File: src/rtl/crypt_sequencer.sv
// Accepts GO/USB-trigger requests, latches plaintext/key, waits a programmable delay, starts the AES core.
// Drives the capture trigger for the whole encryption; the watchdog aborts a stuck core; requests made while busy are counted and dropped.
module crypt_sequencer #(
    parameter int pPT_WIDTH    = 128,
    parameter int pKEY_WIDTH   = 128,
    parameter int pDELAY_WIDTH = 16,
    parameter int pTIMEOUT     = 4096
) (
    input  logic                    crypto_clk,
    input  logic                    reset_i,
    input  logic                    I_go,
    input  logic                    I_usb_trigger,
    input  logic [pPT_WIDTH-1:0]    I_textin,
    input  logic [pKEY_WIDTH-1:0]   I_key,
    input  logic [pDELAY_WIDTH-1:0] I_delay,
    input  logic                    I_clear_error,
    output logic [pPT_WIDTH-1:0]    O_core_pt,
    output logic [pKEY_WIDTH-1:0]   O_core_key,
    output logic                    O_core_start,
    input  logic                    I_core_ready,
    input  logic                    I_core_done,
    input  logic [pPT_WIDTH-1:0]    I_core_ct,
    output logic [pPT_WIDTH-1:0]    O_cipherout,
    output logic                    O_busy,
    output logic                    O_done,
    output logic                    O_trigger,
    output logic                    O_error,
    output logic [7:0]              O_missed
);

    localparam int WD_W = $clog2(pTIMEOUT);
    localparam logic [WD_W-1:0] WD_LAST = WD_W'(pTIMEOUT - 1);
    localparam logic [pDELAY_WIDTH-1:0] DELAY_ONE = pDELAY_WIDTH'(1);

    localparam logic [1:0] ST_IDLE  = 2'd0;
    localparam logic [1:0] ST_DELAY = 2'd1;
    localparam logic [1:0] ST_START = 2'd2;
    localparam logic [1:0] ST_RUN   = 2'd3;

    logic [1:0]              state;
    logic [2:0]              trig_sync;
    logic [pDELAY_WIDTH-1:0] delay_cnt;
    logic [WD_W-1:0]         wd_cnt;
    logic                    trig_req;
    logic                    request;

    // Bits [1:0] are the synchronizer; bit 2 only remembers the previous level for edge detection.
    assign trig_req     = trig_sync[1] & ~trig_sync[2];
    assign request      = I_go | trig_req;
    assign O_core_start = (state == ST_START) & I_core_ready;
    assign O_trigger    = (state == ST_RUN);
    assign O_busy       = (state != ST_IDLE);

    always_ff @(posedge crypto_clk) begin
        if (reset_i) begin
            state       <= ST_IDLE;
            trig_sync   <= '0;
            delay_cnt   <= '0;
            wd_cnt      <= '0;
            O_core_pt   <= '0;
            O_core_key  <= '0;
            O_cipherout <= '0;
            O_done      <= 1'b0;
            O_error     <= 1'b0;
            O_missed    <= '0;
        end else begin
            trig_sync <= {trig_sync[1:0], I_usb_trigger};
            O_done    <= 1'b0;

            case (state)
                ST_IDLE: begin
                    if (request) begin
                        O_core_pt  <= I_textin;
                        O_core_key <= I_key;
                        delay_cnt  <= I_delay;
                        state      <= (I_delay != '0) ? ST_DELAY : ST_START;
                    end
                end
                ST_DELAY: begin
                    delay_cnt <= delay_cnt - DELAY_ONE;
                    if (delay_cnt == DELAY_ONE) begin
                        state <= ST_START;
                    end
                end
                ST_START: begin
                    if (I_core_ready) begin
                        wd_cnt <= '0;
                        state  <= ST_RUN;
                    end
                end
                ST_RUN: begin
                    // A done landing on the final watchdog cycle still counts as success.
                    if (I_core_done) begin
                        O_cipherout <= I_core_ct;
                        O_done      <= 1'b1;
                        state       <= ST_IDLE;
                    end else if (wd_cnt == WD_LAST) begin
                        O_error <= 1'b1;
                        state   <= ST_IDLE;
                    end else begin
                        wd_cnt <= wd_cnt + 1'b1;
                    end
                end
                default: state <= ST_IDLE;
            endcase

            // Clear is last so it overrides both a drop and a same-cycle abort.
            if (I_clear_error) begin
                O_error  <= 1'b0;
                O_missed <= '0;
            end else if (request && (state != ST_IDLE) && (O_missed != 8'hff)) begin
                O_missed <= O_missed + 8'd1;
            end
        end
    end

endmodule

File: config.mk
export PLATFORM = sky130hd
export DESIGN_NAME = crypt_sequencer
export DESIGN_NICKNAME = d
export VERILOG_FILES = /design/src/rtl/crypt_sequencer.sv
export SDC_FILE = /design/constraint.sdc
export NUM_CORES = 1
export LEC_CHECK = 0
export ABC_AREA = 1
export BUFFER_PORTS_ARGS = -buffer_cell sky130_fd_sc_hd__clkbuf_2
export CAP_MARGIN = 20
export CORE_AREA = 2 2 309 311
export CTS_CLUSTER_SIZE = 30
export DETAILED_ROUTE_END_ITERATION = 7
export DIE_AREA = 0 0 311 313
export GPL_TIMING_DRIVEN = 0
export PLACE_DENSITY = 0.41
export SLEW_MARGIN = 20
export SYNTH_ARGS = -nofsm -noshare
export SYNTH_HDL_FRONTEND = slang
export SYNTH_SLANG_ARGS = --single-unit
File: constraint.sdc
create_clock -name crypto_clk -period 3.8 [get_ports crypto_clk]
set_clock_uncertainty 0.15 [all_clocks]
set_input_delay 0.57 -clock crypto_clk [delete_from_list [all_inputs] [get_ports crypto_clk]]
set_output_delay 0.57 -clock crypto_clk [all_outputs]
set_load 0.01 [all_outputs]
-- Yosys cells after proc, flatten, opt, wreduce, memory -nomap -nowiden
Index checks and enable logic that the tools add are counted.
- register bits after elaboration: 427
- bits of input ports: 407
- logic and storage cells: 60
- add/sub/neg operators: 3
- equality and inequality tests: 12
- multiplexer cells: 14
- bitwise gates (word level): 6
- reduce and logical (&&, ||, !) cells: 15
- operator list (cell ; count):
    2-to-1 mux 12 bit ; 3
    case mux 16 bit (2 select lines) ; 1
    case mux 12 bit (2 select lines) ; 1
    == test 16 x 1 -> 1 bit, second input constant ; 1
    2-to-1 mux 16 bit ; 1
    nonzero test 16 bit ; 1
    subtractor 16 x 1 -> 16 bit, second input constant ; 1
    adder 12 x 1 -> 12 bit, second input constant ; 1
    == test 12 bit, second input constant ; 1
    2-to-1 mux 2 bit ; 6
    inequality test 2 bit, second input constant ; 5
    adder 8 x 1 -> 8 bit, second input constant ; 1
    inequality test 8 bit, second input constant ; 1
    case mux 2 bit (4 select lines) ; 1
    AND reduction 4 bit ; 2
    AND reduction 2 bit ; 3
    nonzero test 2 bit ; 3
    == test 2 bit, second input constant ; 2
    OR reduction 2 bit ; 2
    inequality test 3 x 2 -> 1 bit, second input constant ; 1
    NOT 1 bit ; 3
    AND reduction 3 bit ; 1
    bitwise AND 1 bit ; 2
    == test 2 x 1 -> 1 bit, second input constant ; 1
    4 further kinds ; 5

-- Longest topological paths before layout
- depth after elaboration: 5
- mapped depth: 10
- mapped depth without buffers: 10

-- Least setup slack after synthesis
No wires, ideal clock.
- path kind: flip-flop to flip-flop
- start point: reg state[0]
- end point: reg wd_cnt[7]
- setup time: 0.119 ns
- arrival: 1.404 ns
- setup slack: 2.127 ns
- stages on the path, launching flop included: 9
- cells stage by stage: dfxtp_1 ha_1 nand2_1 nand2_1 nor2_4 nand2_4 buf_12 nor3b_1 nor2_1
- word-level cells in the longest chain between the ends: 3
- elaborated cells between the ends (all ways): 8
- RTL lines (item ; RTL line ; source):
    start, declared ; 40 ; logic [1:0] state;
    start signal, assigned ; 76 ; state <= (I_delay != '0) ? ST_DELAY : ST_START;
    == test 2 bit (*) ; n/a ;
    named net O_trigger ; 26 ; output logic O_trigger,
    inequality test 2 bit (no line) / nonzero test 2 bit (equally long branches) ; n/a ;
    AND reduction 4 bit (no line) ; n/a ;
    end signal, assigned ; 101 ; wd_cnt <= wd_cnt + 1'b1;
    end, declared ; 43 ; logic [WD_W-1:0] wd_cnt;
The timed path passes the listed nets; every way through them passes the cells marked *.
A chain may end at the register's enable or synchronous reset.

-- Final worst setup path
- start point: reg state[0]
- end point: reg O_cipherout[26]
- word-level cells in the longest chain between the ends: 2
- RTL lines (item ; RTL line ; source):
    == test 2 bit ; 70 ; case (state)
    AND reduction 2 bit (no line) ; n/a ;
    end signal, assigned ; 94 ; O_cipherout <= I_core_ct;
    end, declared ; 23 ; output logic [pPT_WIDTH-1:0] O_cipherout,
Every way passes these cells.

==> impl_metrics.yaml <==
drt:
  dr.first_iter.drc_count: 853
  viasPerCell: 3.90
  drtAntennaViolNets: 0
  drtPass1Iterations: 5
  vias: 16862
  wl_per_cell_um: 17.9
  routed_wl_um: 77300
  drc: 0
global_routing:
  grt_overflow_total: 0
  met3_usage: 0.0502
  grt_max_degree: 14
  antenna_found_initial: 12
  grt_pass1_vias: 16502
  gr-usage-met1: 0.185
  groute.layer.met2.usage: 0.254
  grt_pass1_wl_um: 111000
  top_usage_layer: "met2"
  grt_use_total: 0.153
timing:
  finalHoldViolCount: 0
  setup-violations-final: 0
  rsz0062_at_grt: "no"
  slew_headroom: 0.434
  drv_slew: 0
  period_minus_slack_ns: 2.79
  fmax_mhz: 359
  totalNegativeSetupSlack_ns: 0
  finalWorstSetupSlack_ns: 1.01
  fin_crit_sh: 0.733
  tightest_slew_ns: 0.840
  holdWs_ns: 0.0582
floorplanning:
  core_area_um2: 94200
  die_y_um: 313
  rows: 113
  die_w_um: 311
  die_area_um2: 97300
  io-pin-count: 804
  start_util: 0.168
setup_path:
  end_kind: "flip-flop"
  rrSetupSlack_ns: 1.01
  ff2ff_path_depth: 6
  critPathRequiredTime_ns: 4.12
  crit_fanout: 11
  r2r-end: "O_cipherout[26]$_SDFFE_PP0P_"
  start_kind: "flip-flop"
  rr_startpoint: "state[0]$_SDFFE_PP0P_"
  arrival_ns: 3.11
  path_class: "flip-flop to flip-flop"
power:
  ir_drop_mv: 0.318
  power.leakage_nw: 11.0
  comb_power_share: 0.318
  p_int_mw: 10.4
  power_mw: 16.5
  swShare: 0.369
  powerDensity_nw_per_um2: 693
  pwr-share-seq: 0.370
  clkPwrFrac: 0.312
  p_sw_mw: 6.09
placement:
  pre_cts_slack_ns: 0.728
  hpwlAfterDp_um: 62300
  place_congestion: 0.857
  placedCellCount: 4159
  port_buffers: 802
  place_area_um2: 21400
finish:
  fin_area_um2: 23800
  fillers: 10729
  final_nets: 3428
  final_cell_mix: "nor2_1 (852), clkbuf_2 (805), dfxtp_1 (427)"
  final_util: 0.253
  layout_commonest_cell: "nor2_1"
  layoutNonFillerInstCount: 4324
  drive_above_1_share: 0.325
  syn_to_final_growth_pct: 50.6
clock_tree:
  cts.sink_count: 427
  clock_latency_ns: 0.60
  root_buffer: "clkbuf_16"
  cts_max_path_buffers: 3
  cts_resized: 0
  htreeDepth: 2
  cts_tree: "built"
  numCtsBuffers: 53
  post_cts_buffers: 0
  clk_pin_slew_ns: 0.06
worst_hold_path:
  hp-class: "input port to flip-flop"
  min_from: "I_core_ct[109]"
  hold_depth: 3
  whs_endpoint: "O_cipherout[109]$_SDFFE_PP0P_"
logic_synthesis:
  netlist_area_um2: 15800
  synth_flop_cell: "dfxtp_1"
  syn-num-nets: 2507
  netlist_instances: 2092
  synth_edf_count: 0
  synth_warnings: 0
  ys_seq_elements: 427
  async_reset_ff_frac: 0
  yosysUniqueCellTypes: 34
  yosysSeqAreaShare: 0.541
  syn_avg_cell_area_um2: 7.56
status:
  status: "finished clean"
job:
  cap_violations: 0
critical path, cell delays in order (launching register included):
cell and delay (ns):
dfxtp_1 0.36, ha_1 0.36, nand2_1 0.30, buf_2 0.31, clkbuf_1 0.32, o21ai_0 0.76, nor2_1 0.07
state kept, by name (all words and copies together), names as in the netlist:
register and cells:
state 2, wd_cnt 12, O_done 1, delay_cnt 16, trig_sync 3, O_error 1
O_cipherout 128, O_missed 8, O_core_key 128, O_core_pt 128
power groups by stage:
| stage | Combinational, mW | Sequential [mW] | Clock [mW] |
|---|---|---|---|
| after floorplan | 2.45 | 6.56 | 0 |
| after global placement | 5.35 | 6.17 | 0 |
| after detailed placement | 5.30 | 6.20 | 0 |
| after CTS | 5.37 | 6.12 | 5.35 |
| after global routing | 5.93 | 6.24 | 5.51 |
| final | 5.24 | 6.11 | 5.15 |
layout make-up:
class	count	area, um2	share of cell area
antenna	2	5.00	0.000210
buffer	136	677	0.0284
clock inverter	18	155	0.00652
inverter	44	165	0.00694
sequential	427	8550	0.359
clock buffer	81	1600	0.0674
timing repair buffer	866	4650	0.195
multi-input combinational	1485	6420	0.270
tap	1265	1580	0.0665
per-layer routing:
layer,wire (um),part of all wire
met1,32600,0.42
met2,36000,0.46
met3,6440,0.083
met4,2220,0.029
met5,62,0.00080
Yosys cell counts (5+ instances only):
cell type,n,area [um2]
inv_1,40,150
ha_1,8,100
buf_2,60,300
nand2_1,124,465
a21oi_2,5,43.8
nand3_1,17,85.1
clkbuf_1,52,195
dfxtp_1,427,8550
o21ai_1,8,40.0
o21ai_0,403,2020
buf_4,17,128
a21oi_1,27,135
nor3_1,10,50.1
nor2_1,852,3200
logic make-up after synthesis:
family,share of synthesized area
AO/OA/AOI/OAI,0.145
buffers and inverters,0.0533
AND/OR/NAND/NOR,0.250
flip-flops,0.541
XOR/XNOR,0.00443
adder cells (fa/ha/maj),0.00633
worst max-delay path by stage:
stage | depth (start not counted) | endpoint | startpoint | slack (ns)
floorplan | 8 | wd_cnt[7]$_SDFFE_PP0P_ | state[0]$_SDFFE_PP0P_ | 2.13
global placement | 6 | O_core_key[14]$_SDFFE_PP0P_ | reset_i | 0.74
detailed placement | 6 | O_core_key[14]$_SDFFE_PP0P_ | reset_i | 0.73
CTS | 6 | O_cipherout[26]$_SDFFE_PP0P_ | state[0]$_SDFFE_PP0P_ | 1.03
global route | 6 | O_cipherout[26]$_SDFFE_PP0P_ | state[1]$_SDFFE_PP0P_ | 0.93
finish | 6 | O_cipherout[26]$_SDFFE_PP0P_ | state[0]$_SDFFE_PP0P_ | 1.01
timing repair:
| item | 4_1_cts | 5_1_grt |
|---|---|---|
| endpoints found under the setup margin | 0 | 0 |
| hold buffers | 64 | 0 |
| hold endpoints to repair | 64 | 0 |
Note: power is estimated with default switching activity, not from simulation.
